===== src/rtl/noc_local_ni_if.sv =====
// Core/router-facing signal bundle of the local network interface.
// The NI drives the master modport; the core/router environment uses the slave modport.
interface noc_local_ni_if;
    logic        tx_valid;
    logic        tx_ready;
    logic [3:0]  tx_dest;
    logic [31:0] tx_data;
    logic        tx_last;
    logic        rx_valid;
    logic        rx_ready;
    logic [31:0] rx_data;
    logic        rx_last;
    logic [36:0] noc_in_data;
    logic        noc_in_req;
    logic        noc_in_ack;
    logic [36:0] noc_out_data;
    logic        noc_out_req;
    logic        noc_out_ack;

    modport master (
        input  tx_valid, tx_dest, tx_data, tx_last, rx_ready,
               noc_in_ack, noc_out_data, noc_out_req,
        output tx_ready, rx_valid, rx_data, rx_last,
               noc_in_data, noc_in_req, noc_out_ack
    );

    modport slave (
        output tx_valid, tx_dest, tx_data, tx_last, rx_ready,
               noc_in_ack, noc_out_data, noc_out_req,
        input  tx_ready, rx_valid, rx_data, rx_last,
               noc_in_data, noc_in_req, noc_out_ack
    );
endinterface


===== src/rtl/noc_local_ni.sv =====
// Local network interface: TX/RX flit FIFOs between a core and a router local port,
// with four-phase req/ack handshakes on the router side.
module noc_local_ni #(
    parameter logic [3:0] POSITION   = 4'b0101,
    parameter int         FIFO_DEPTH = 2
) (
    input  logic           i_clk,
    input  logic           i_reset,
    noc_local_ni_if.master bus,
    output logic [15:0]    o_tx_count,
    output logic [15:0]    o_rx_count,
    output logic           o_err_misroute
);
    localparam int ENTRIES = 1 << FIFO_DEPTH;

    typedef enum logic [1:0] {TX_IDLE, TX_REQ, TX_DROP} tx_state_t;
    typedef enum logic       {RX_IDLE, RX_ACK}          rx_state_t;

    tx_state_t           r_tx_state, w_tx_next;
    rx_state_t           r_rx_state, w_rx_next;
    logic [36:0]         r_tx_mem [ENTRIES];
    logic [32:0]         r_rx_mem [ENTRIES];
    logic [FIFO_DEPTH:0] r_tx_wp, r_tx_rp, r_rx_wp, r_rx_rp;
    logic                r_tx_avail;
    logic [36:0]         r_noc_in_data;
    logic [15:0]         r_tx_count, r_rx_count;
    logic                r_err;
    logic                w_tx_full, w_tx_empty, w_rx_full, w_rx_empty;
    logic                w_tx_push, w_tx_pop, w_tx_load, w_rx_push, w_rx_pop;

    // Extra pointer MSB distinguishes full from empty when the index bits match.
    assign w_tx_empty = (r_tx_wp == r_tx_rp);
    assign w_tx_full  = (r_tx_wp == {~r_tx_rp[FIFO_DEPTH], r_tx_rp[FIFO_DEPTH-1:0]});
    assign w_rx_empty = (r_rx_wp == r_rx_rp);
    assign w_rx_full  = (r_rx_wp == {~r_rx_rp[FIFO_DEPTH], r_rx_rp[FIFO_DEPTH-1:0]});

    assign w_tx_push = bus.tx_valid && !w_tx_full;
    assign w_rx_pop  = bus.rx_ready && !w_rx_empty;

    assign bus.tx_ready    = !w_tx_full;
    assign bus.rx_valid    = !w_rx_empty;
    assign {bus.rx_data, bus.rx_last} = r_rx_mem[r_rx_rp[FIFO_DEPTH-1:0]];
    assign bus.noc_in_data = r_noc_in_data;
    assign bus.noc_in_req  = (r_tx_state == TX_REQ);
    assign bus.noc_out_ack = (r_rx_state == RX_ACK);
    assign o_tx_count      = r_tx_count;
    assign o_rx_count      = r_rx_count;
    assign o_err_misroute  = r_err;

    always_ff @(posedge i_clk) begin
        if (w_tx_push) r_tx_mem[r_tx_wp[FIFO_DEPTH-1:0]] <= {bus.tx_data, bus.tx_last, bus.tx_dest};
    end

    always_ff @(posedge i_clk) begin
        if (w_rx_push) r_rx_mem[r_rx_wp[FIFO_DEPTH-1:0]] <= bus.noc_out_data[36:4];
    end

    always_ff @(posedge i_clk) begin
        if (i_reset) begin
            r_tx_state <= TX_IDLE;
            r_rx_state <= RX_IDLE;
        end else begin
            r_tx_state <= w_tx_next;
            r_rx_state <= w_rx_next;
        end
    end

    // r_tx_avail lags FIFO occupancy by one edge, giving the two-cycle push-to-request latency.
    always_comb begin
        w_tx_next = r_tx_state;
        w_tx_load = 1'b0;
        w_tx_pop  = 1'b0;
        case (r_tx_state)
            TX_IDLE: if (r_tx_avail) begin
                w_tx_load = 1'b1;
                w_tx_next = TX_REQ;
            end
            TX_REQ: if (bus.noc_in_ack) begin
                w_tx_pop  = 1'b1;
                w_tx_next = TX_DROP;
            end
            TX_DROP: if (!bus.noc_in_ack) w_tx_next = TX_IDLE;
            default: w_tx_next = TX_IDLE;
        endcase
    end

    always_comb begin
        w_rx_next = r_rx_state;
        w_rx_push = 1'b0;
        case (r_rx_state)
            RX_IDLE: if (bus.noc_out_req && !w_rx_full) begin
                w_rx_push = 1'b1;
                w_rx_next = RX_ACK;
            end
            RX_ACK:  if (!bus.noc_out_req) w_rx_next = RX_IDLE;
            default: w_rx_next = RX_IDLE;
        endcase
    end

    always_ff @(posedge i_clk) begin
        if (i_reset) begin
            r_tx_wp       <= '0;
            r_tx_rp       <= '0;
            r_rx_wp       <= '0;
            r_rx_rp       <= '0;
            r_tx_avail    <= 1'b0;
            r_noc_in_data <= '0;
            r_tx_count    <= '0;
            r_rx_count    <= '0;
            r_err         <= 1'b0;
        end else begin
            r_tx_avail <= !w_tx_empty;
            if (w_tx_push) r_tx_wp <= r_tx_wp + 1'b1;
            if (w_tx_pop) begin
                r_tx_rp    <= r_tx_rp + 1'b1;
                r_tx_count <= r_tx_count + 16'd1;
            end
            if (w_tx_load) r_noc_in_data <= r_tx_mem[r_tx_rp[FIFO_DEPTH-1:0]];
            if (w_rx_push) begin
                r_rx_wp    <= r_rx_wp + 1'b1;
                r_rx_count <= r_rx_count + 16'd1;
                if (bus.noc_out_data[3:0] != POSITION) r_err <= 1'b1;
            end
            if (w_rx_pop) r_rx_rp <= r_rx_rp + 1'b1;
        end
    end
endmodule


===== src/flat_wrapper.sv =====
// flat-port wrapper written by rule: the top's interface ports become plain ports
module noc_local_ni_flat 
#(
    parameter logic [3:0] POSITION   = 4'b0101,
    parameter int         FIFO_DEPTH = 2
)
  (i_clk, i_reset, o_tx_count, o_rx_count, o_err_misroute, bus_tx_valid, bus_tx_dest, bus_tx_data, bus_tx_last, bus_rx_ready, bus_noc_in_ack, bus_noc_out_data, bus_noc_out_req, bus_tx_ready, bus_rx_valid, bus_rx_data, bus_rx_last, bus_noc_in_data, bus_noc_in_req, bus_noc_out_ack);
  noc_local_ni_if bus_i ();
  input  logic i_clk;
  input  logic i_reset;
  output logic [15:0] o_tx_count;
  output logic [15:0] o_rx_count;
  output logic o_err_misroute;
  input wire logic [$bits(bus_i.tx_valid)-1:0] bus_tx_valid;
  input wire logic [$bits(bus_i.tx_dest)-1:0] bus_tx_dest;
  input wire logic [$bits(bus_i.tx_data)-1:0] bus_tx_data;
  input wire logic [$bits(bus_i.tx_last)-1:0] bus_tx_last;
  input wire logic [$bits(bus_i.rx_ready)-1:0] bus_rx_ready;
  input wire logic [$bits(bus_i.noc_in_ack)-1:0] bus_noc_in_ack;
  input wire logic [$bits(bus_i.noc_out_data)-1:0] bus_noc_out_data;
  input wire logic [$bits(bus_i.noc_out_req)-1:0] bus_noc_out_req;
  output wire logic [$bits(bus_i.tx_ready)-1:0] bus_tx_ready;
  output wire logic [$bits(bus_i.rx_valid)-1:0] bus_rx_valid;
  output wire logic [$bits(bus_i.rx_data)-1:0] bus_rx_data;
  output wire logic [$bits(bus_i.rx_last)-1:0] bus_rx_last;
  output wire logic [$bits(bus_i.noc_in_data)-1:0] bus_noc_in_data;
  output wire logic [$bits(bus_i.noc_in_req)-1:0] bus_noc_in_req;
  output wire logic [$bits(bus_i.noc_out_ack)-1:0] bus_noc_out_ack;
  assign bus_i.tx_valid = bus_tx_valid;
  assign bus_i.tx_dest = bus_tx_dest;
  assign bus_i.tx_data = bus_tx_data;
  assign bus_i.tx_last = bus_tx_last;
  assign bus_i.rx_ready = bus_rx_ready;
  assign bus_i.noc_in_ack = bus_noc_in_ack;
  assign bus_i.noc_out_data = bus_noc_out_data;
  assign bus_i.noc_out_req = bus_noc_out_req;
  assign bus_tx_ready = bus_i.tx_ready;
  assign bus_rx_valid = bus_i.rx_valid;
  assign bus_rx_data = bus_i.rx_data;
  assign bus_rx_last = bus_i.rx_last;
  assign bus_noc_in_data = bus_i.noc_in_data;
  assign bus_noc_in_req = bus_i.noc_in_req;
  assign bus_noc_out_ack = bus_i.noc_out_ack;
  noc_local_ni #(.POSITION(POSITION), .FIFO_DEPTH(FIFO_DEPTH)) u_core (.i_clk(i_clk), .i_reset(i_reset), .bus(bus_i), .o_tx_count(o_tx_count), .o_rx_count(o_rx_count), .o_err_misroute(o_err_misroute));
endmodule

===== config.mk =====
export PLATFORM = sky130hd
export DESIGN_NAME = noc_local_ni_flat
export DESIGN_NICKNAME = d
export VERILOG_FILES = /design/src/rtl/noc_local_ni_if.sv /design/src/rtl/noc_local_ni.sv /design/src/flat_wrapper.sv
export SDC_FILE = /design/constraint.sdc
export NUM_CORES = 1
export LEC_CHECK = 0
export CAP_MARGIN = 5
export CORE_AREA = 2 2 163 165
export CTS_CLUSTER_DIAMETER = 120
export DETAILED_ROUTE_END_ITERATION = 10
export DIE_AREA = 0 0 165 167
export GPL_TIMING_DRIVEN = 0
export HOLD_SLACK_MARGIN = 0.15
export PLACE_DENSITY = 0.78
export SETUP_SLACK_MARGIN = 0.2
export SLEW_MARGIN = 10
export SYNTH_ARGS = -nofsm -noshare
export SYNTH_HDL_FRONTEND = slang
export SYNTH_SLANG_ARGS = --single-unit

===== constraint.sdc =====
create_clock -name i_clk -period 4.8 [get_ports i_clk]
set_input_delay 1.44 -clock i_clk [delete_from_list [all_inputs] [get_ports i_clk]]
set_output_delay 1.44 -clock i_clk [all_outputs]
set_load 0.01 [all_outputs]

## Word-level counts from Yosys, hierarchy flattened

Memories as Yosys holds them, arrays and structs flattened. A register that Yosys moved wholly into a read port is not among the register bits.
Cells that the tools add are included.

- Flip-flop bits (word level): 49
- RAM bits: 280
- Input bits: 80
- Output and inout bits: 107
- Logic and storage cells: 59
- Memories kept: 2

- Add/sub/neg operators: 6
- Eq/ne operators: 10
- Mux-type cells: 18
- Bitwise gates (word level): 3
- Reduce and logical (&&, ||, !) cells: 10

Memories:

| name | words | bits a word | read ports | clocked after Yosys merged registers in | wr ports | line | RTL |
|---|---|---|---|---|---|---|---|
| u_core.r_tx_mem | 4 | 37 | 1 | 1 | 1 | noc_local_ni.sv:21 | `logic [36:0] r_tx_mem [ENTRIES];` |
| u_core.r_rx_mem | 4 | 33 | 1 | 1 | 1 | noc_local_ni.sv:22 | `logic [32:0] r_rx_mem [ENTRIES];` |

Operators with widths:

| kind | count |
|---|---|
| 16-bit by 1-bit adder with 16-bit output (second input constant) | 2 |
| 3-bit by 1-bit adder with 3-bit output (second input constant) | 4 |
| 3-bit == test | 4 |
| 1-bit two-way mux | 11 |
| 2-bit two-way mux | 5 |
| 2-bit case mux with 3 select lines | 1 |
| 1-bit logical NOT | 4 |
| 2-bit != test (second input constant) | 2 |
| 4-bit by 3-bit != test with 1-bit output (second input constant) | 1 |
| 1-bit logical AND | 3 |
| 1-bit NOT | 3 |
| 3-bit AND reduction | 1 |
| 2-bit by 1-bit == test with 1-bit output (second input constant) | 1 |
| 2-bit == test (second input constant) | 1 |
| 2-bit logical NOT | 1 |
| 2-bit by 1-bit != test with 1-bit output (second input constant) | 1 |
| 1-bit case mux with 2 select lines | 1 |
| 2-bit AND reduction | 1 |

## Longest topological paths before layout

Gate-level depths: netlist of run 1.

- Depth after elaboration: 8
- Depth in mapped cells: 6
- Gate-level depth less buffers: 5

## Least setup slack after synthesis of run 1

OpenSTA, ideal clock, no wires.

- Kind: input port to flip-flop
- Start: input bus_noc_out_req
- End: memory u_core.r_rx_mem[0][0], enable pin
- Setup time: 0.423 ns
- Arrival: 3.436 ns
- Required time: 4.377 ns
- Slack: 0.941 ns
- Stages on the path: 5
- Buffers on the path: 2
- Path through: nor2b_1 o31ai_1 clkbuf_1 buf_2 nor2_1

- Cells in the longest elaborated chain, start to end: 5

Ends and longest elaborated chain:

| what | line | RTL |
|---|---|---|
| start: declaration | flat_wrapper.sv:21 | `input wire logic [$bits(bus_i.noc_out_req)-1:0] bus_noc_out_req;` |
| 1-bit logical AND | noc_local_ni.sv:91 | `RX_IDLE: if (bus.noc_out_req && !w_rx_full) begin` |
| 1-bit two-way mux | noc_local_ni.sv:91 |  |
| 1-bit two-way mux | noc_local_ni.sv:90 | `case (r_rx_state)` |
| 1-bit two-way mux | noc_local_ni.sv:55 | `if (w_rx_push) r_rx_mem[r_rx_wp[FIFO_DEPTH-1:0]] <= bus.noc_out_data[36:4];` |
| 1-bit two-way mux (implied by the code) | noc_local_ni.sv:55 |  |
| end: declaration | noc_local_ni.sv:22 |  |

Every way passes these cells.

==> summary.txt, run 1 <==
Synth Register Bits: 368
# resized after CTS: 0
Synth top area cells: edfxtp_1 (61%), dfxtp_1 (13%), mux4_2 (11%)
Clock slew seen by the registers of the worst setup and hold paths: 60 ps
First-pass iteration count of the detailed router: 5
Largest area contributor in the netlist: edfxtp_1
Largest net degree at the start of global routing: 28
Width of the die: 165 um
Initial antenna violation count: 1
Die Ht: 167 um
Worst setup EP type: primary output
Final Instance Area: 17,400 um2
Post-synthesis instance total: 809
RSZ-0062 raised after global routing: false
Num CTS Buffers: 37
Post-synthesis sequential area ratio: 74.1%
Nets: 1,133
CTS tree: yes
Critical path launch point type: register
Status: finished, final reports clean
Slew Viols, Final: 0
Final clock skew: 18.1 ps
Detail Placement HPWL: 18,600 um
Layout cells sized above 1: 14.2%
Maximum vdd ir drop: 0.341 mV
Power Dens Cells: 419 nW/um2
Routed wire length: 28,000 um
ANT nets after route: 0
CTS root buf: clkbuf_16
Measured slew at the worst slew-check pin: 1010 ps
Worst slew margin: 31.5%
Class of the worst hold path: reg2reg
Cts-stage hold buffer count: 0
Worst EP arrival: 2620 ps
Syn Area/Cell: 17.0 um2
Area grow syn2layout: 27.0%
Die ar.: 27,600 um2
Htree depth: 2
Post-placement setup slack: 1060 ps
Avg WL per Cell: 19.9 um
Tot GR Track Use: 20.7%
Vias per cell: 5.47
Routed vias: 7,675
Grt total ovfl: 0
Cells along the critical path: clkbuf_1 -> buf_2 -> mux4_2 -> clkdlybuf4s50_1
Clock insertion delay at the later pin of the skew report: 520 ps
Initial Utilization: 53.3%
Fmax: 246 MHz
Post-route minimum period: 4060 ps
Distinct cell type count after synthesis: 35
Initial DRC Count: 466
# DRC: 0
# clock sinks: 368
Area fraction of the dominant cell type after synthesis: 61.2%
Port Buffers: 185
Global-route wire length before repair: 43,600 um
Most common cell after layout, fill and taps aside: edfxtp_1
CP max stage cell: mux4_2
CP max stage delay: 560 ps
Final hold viol count: 0
Max-Cap Viols: 0
Post-CTS setup buffers: 0
Final setup violation count: 0
Row cnt: 59
Largest fanout on the critical path: 10
Yosys warns: 0
Core area: 25,800 um2
Req. time, crit path: 3360 ps
N_diodes: 0
Synth Cell Area: 13,700 um2
Most frequent cells in the layout: edfxtp_1 (280), clkdlybuf4s50_1 (185), nand2_1 (91), dfxtp_1 (88), mux4_2 (70)
Fin crit share: 84.7%
# fillers: 1,704
Leak: 5.62 nW
Post-Syn Nets: 901
Worst setup margin: 736 ps
GP Congestion: 0.773
Maximum clock insertion buffer count: 3
Vias in the first global route: 7,975
I/O Pins: 187
DP Area: 16,200 um2
Setup Crit Path Kind: reg2out
## cells in the mapped netlist (all sizes together)
library cell and instances:
a21oi 62, a31oi 1, and2 6, and3 2, and4 2, buf 14
clkbuf 28, dfxtp 88, edfxtp 280, ha 12, inv 11, mux2i 4
mux4 70, nand2 91, nand2b 2, nand3 13, nand4 5, nand4b 1
nor2 28, nor2b 3, nor3 2, nor3b 2, nor4 4, o21ai 14
o21ba 1, o311ai 2, o31a 1, o31ai 11, or3 15, or4 11
xnor2 11, xor2 12
## worst paths after layout
path | startpoint | to | slack, ps | depth (start not counted)
max | register | bus_rx_data[11] | 740 | 4
min | u_core.bus.noc_in_data[24] | u_core.bus.noc_in_data[24] | 450 | 2
max reg2reg | u_core.r_rx_wp[1] | u_core.r_rx_mem[2][31] | 2350 | 6
min reg2reg | u_core.bus.noc_in_data[24] | u_core.bus.noc_in_data[24] | 450 | 2
## report_power, final
part	switching [mW]	internal, mW
logic	0.413	0.464
registers	0.0515	3.58
clock network	1.14	1.67
total	1.61	5.71
## metrics by stage
| stage | util [%] | TNS, ps | hold WS [ps] | total power, mW | std cells |
|---|---|---|---|---|---|
| floorplan | - | 0 | 475 | 4.14 | 809 |
| global placement | 62.1 | -83250 | 443 | 4.55 | 1329 |
| detailed placement | 63.1 | 0 | 447 | 4.59 | 1337 |
| CTS | 67.7 | 0 | 456 | 7.39 | 1404 |
| global route | 67.7 | 0 | 475 | 7.59 | 1404 |
| finish | 67.7 | 0 | 453 | 7.32 | 1404 |
## critical path, delay by kind of cell (launching register included)
kind,cells,cell delay [ps]
DFF,1,300
muxes,1,560
buffers and inverters,3,1250
## registers in the layout, indices dropped and copies added, names as in the netlist, named ones only
signal,flops
u_core.r_rx_rp,3
u_core.r_tx_avail,1
u_core.r_tx_mem,148
u_core.o_tx_count,16
u_core.bus.noc_in_data,37
u_core.r_rx_wp,3
u_core.r_rx_mem,132
u_core.r_tx_wp,3
u_core.bus.noc_out_ack,1
u_core.o_rx_count,16
u_core.r_tx_rp,3
u_core.o_err_misroute,1
u_core.r_tx_state,2
## area by class of cell
class                   count  area (um2)  area share (%)
clock inverters            17         135           0.775
inverters                  11        41.3           0.237
flip-flops and latches    368       10200            58.3
multi-input cells         388        3390            19.4
repair buffers            193        2060            11.8
clock buffers              50        1070            6.12
well taps                 335         419            2.40
plain buffers              42         168           0.961
## logic make-up after synthesis
kind of cell / count (synthesis) / synth area share [%]
adders and majority gates: 12 / 1.09
and+or+nand+nor: 187 / 6.41
DFF: 368 / 74.1
buffers and inverters: 53 / 1.52
xor gates and xnor gates: 23 / 1.47
AOI/OAI and AO/OA: 92 / 3.68
muxes: 74 / 11.8
## layer usage
metal / track usage [%] / vias to the layer above / share of wire (%) / routed length [um]
met5: 0 / - / 0.046 / 13
met4: 5.18 / 2 / 1.7 / 484
met3: 5.43 / 42 / 7.3 / 2050
met2: 35.4 / 212 / 51 / 14400
met1: 26.4 / 3828 / 40 / 11100
li1: - / 3591 / - / -
Power figures use the tool's default switching activity.
==> inputs of run 2 (changes only) <==
CORE_AREA = 2 2 171 173   (was 2 2 163 165)
DIE_AREA = 0 0 173 175   (was 0 0 165 167)
PLACE_DENSITY = 0.75   (was 0.78)
clock period = 3.45 ns   (was 4.8 ns; I/O delays follow)
==> summary.txt, run 2 (same netlist as run 1, synthesis figures left out) <==
Grt total ovfl: 0
Vias per cell: 5.35
Initial DRC Count: 458
First-pass iteration count of the detailed router: 6
RSZ-0062 raised after global routing: true
P_sw: 2.27 mW
Layout Cells excl Fill: 1,454
Routed wire length: 28,400 um
Die ar.: 30,300 um2
Sequential power share: 49.9%
Core area: 28,400 um2
Clock slew seen by the registers of the worst setup and hold paths: 60 ps
Worst setup EP type: primary output
Global-route wire length before repair: 44,300 um
Vias in the first global route: 7,960
Routed vias: 7,777
DP Area: 16,300 um2
Pint: 7.87 mW
Met3 usage: 5.07%
Row cnt: 62
Critical path launch point type: register
Switch share: 22.4%
Maximum clock insertion buffer count: 3
I/O Pins: 187
Final setup violation count: 0
Maximum vdd ir drop: 0.444 mV
Slew Viols, Final: 0
Setup TNS Final: 0 ps
Power Dens Cells: 576 nW/um2
Most frequent cells in the layout: edfxtp_1 (280), clkdlybuf4s50_1 (157), nand2_1 (91), dfxtp_1 (88), mux4_2 (70)
Worst EP arrival: 2180 ps
Final Instance Area: 17,600 um2
Nets: 1,134
Largest fanout on the critical path: 10
# clock sinks: 368
Clock insertion delay at the later pin of the skew report: 520 ps
Fin crit share: 93.3%
Htree depth: 2
Met2 usage: 31.8%
N_diodes: 0
Detail Placement HPWL: 18,800 um
Clock power share: 37.8%
Overall power: 10.1 mW
Final clock skew: 12.1 ps
Fmax: 311 MHz
Max-Cap Viols: 0
CTS tree: yes
Number of flip-flops in the largest register: 148
ANT nets after route: 0
Die Ht: 175 um
# DRC: 0
Final hold viol count: 0
Largest net degree at the start of global routing: 26
Global Route met1 Usage: 24.0%
Final core utilization: 62.0%
Port Buffers: 185
Leak: 5.86 nW
Post-route minimum period: 3220 ps
Initial antenna violation count: 1
Req. time, crit path: 2410 ps
Num CTS Buffers: 38
CTS root buf: clkbuf_16
Avg WL per Cell: 19.5 um
Tot GR Track Use: 18.8%
Width of the die: 173 um
Status: finished, final reports clean
Layout cells sized above 1: 14.5%
GP Congestion: 0.786
Most common cell after layout, fill and taps aside: edfxtp_1
Worst slew margin: 30.7%
Area grow syn2layout: 28.2%
Measured slew at the worst slew-check pin: 1020 ps
Class of the worst hold path: reg2reg
Initial Utilization: 48.4%
Comb pwr share: 12.3%
Most Used Layer, Global Route: met2
Post-CTS setup buffers: 0
Setup Crit Path Kind: reg2out
Cells after DPL: 1,386
## run 2: changes by cell type in the layout (fill, tap and decap cells not counted), sizes merged
cell | previous run | this run
bufinv | 2 | 1
clkbuf | 78 | 79
dlymetal6s2s | 0 | 26
dlygate4sd2 | 0 | 2
inv | 12 | 13
clkdlybuf4s50 | 185 | 157
## run 2: layout make-up
class / instances / area [um2]
repair buffers: 193 / 2100
multi-input cells: 388 / 3400
flip-flops and latches: 368 / 10200
clock buffers: 51 / 1050
fillers: 2077 / 10800
inverters: 11 / 41.3
plain buffers: 42 / 235
well taps: 384 / 480
clock inverters: 17 / 120
## run 2: path summary, 6_finish.rpt
kind | startpoint | end | slack, ps | depth (start not counted)
setup / recovery | register | bus_rx_data[13] | 230 | 4
hold / removal | u_core.bus.noc_in_data[26] | u_core.bus.noc_in_data[26] | 450 | 2
setup reg to reg | u_core.r_rx_wp[1] | u_core.r_rx_mem[2][25] | 960 | 6
hold reg to reg | u_core.bus.noc_in_data[26] | u_core.bus.noc_in_data[26] | 450 | 2
## run 2: timing repair
item | CTS | global route
hold buffers | 0 | 0
gates resized for setup | 20 | 31
endpoints found under the setup margin | 33 | 29
## run 2: critical path, cell delays in order, from the launching register on
cell	delay [ps]
dfxtp_1	320
clkbuf_8	180
buf_12	160
mux4_2	520
clkdlybuf4s50_1	490
## run 2: stage by stage
stage          hold slack [ps]  worst slack, ps
2_1_floorplan              475            -3.83
3_3_place_gp               442            -1690
3_5_place_dp               449              107
4_1_cts                    458              152
5_1_grt                    478              147
6_report                   455              231
## run 2: metal layers
metal / routed length [um] / up-vias
met2: 14200 / 216
met5: 13 / -
met3: 1980 / 52
li1: - / 3611
met4: 645 / 2
met1: 11500 / 3896
## run 2: power by group through the flow
stage | sequential, mW | combinational (mW) | clock [mW]
final | 5.06 | 1.24 | 3.83
after CTS | 5.06 | 1.27 | 3.90
after global placement | 5.15 | 1.19 | 0
after detailed placement | 5.15 | 1.24 | 0
after floorplan | 5.15 | 0.610 | 0
after global routing | 5.07 | 1.34 | 4.10
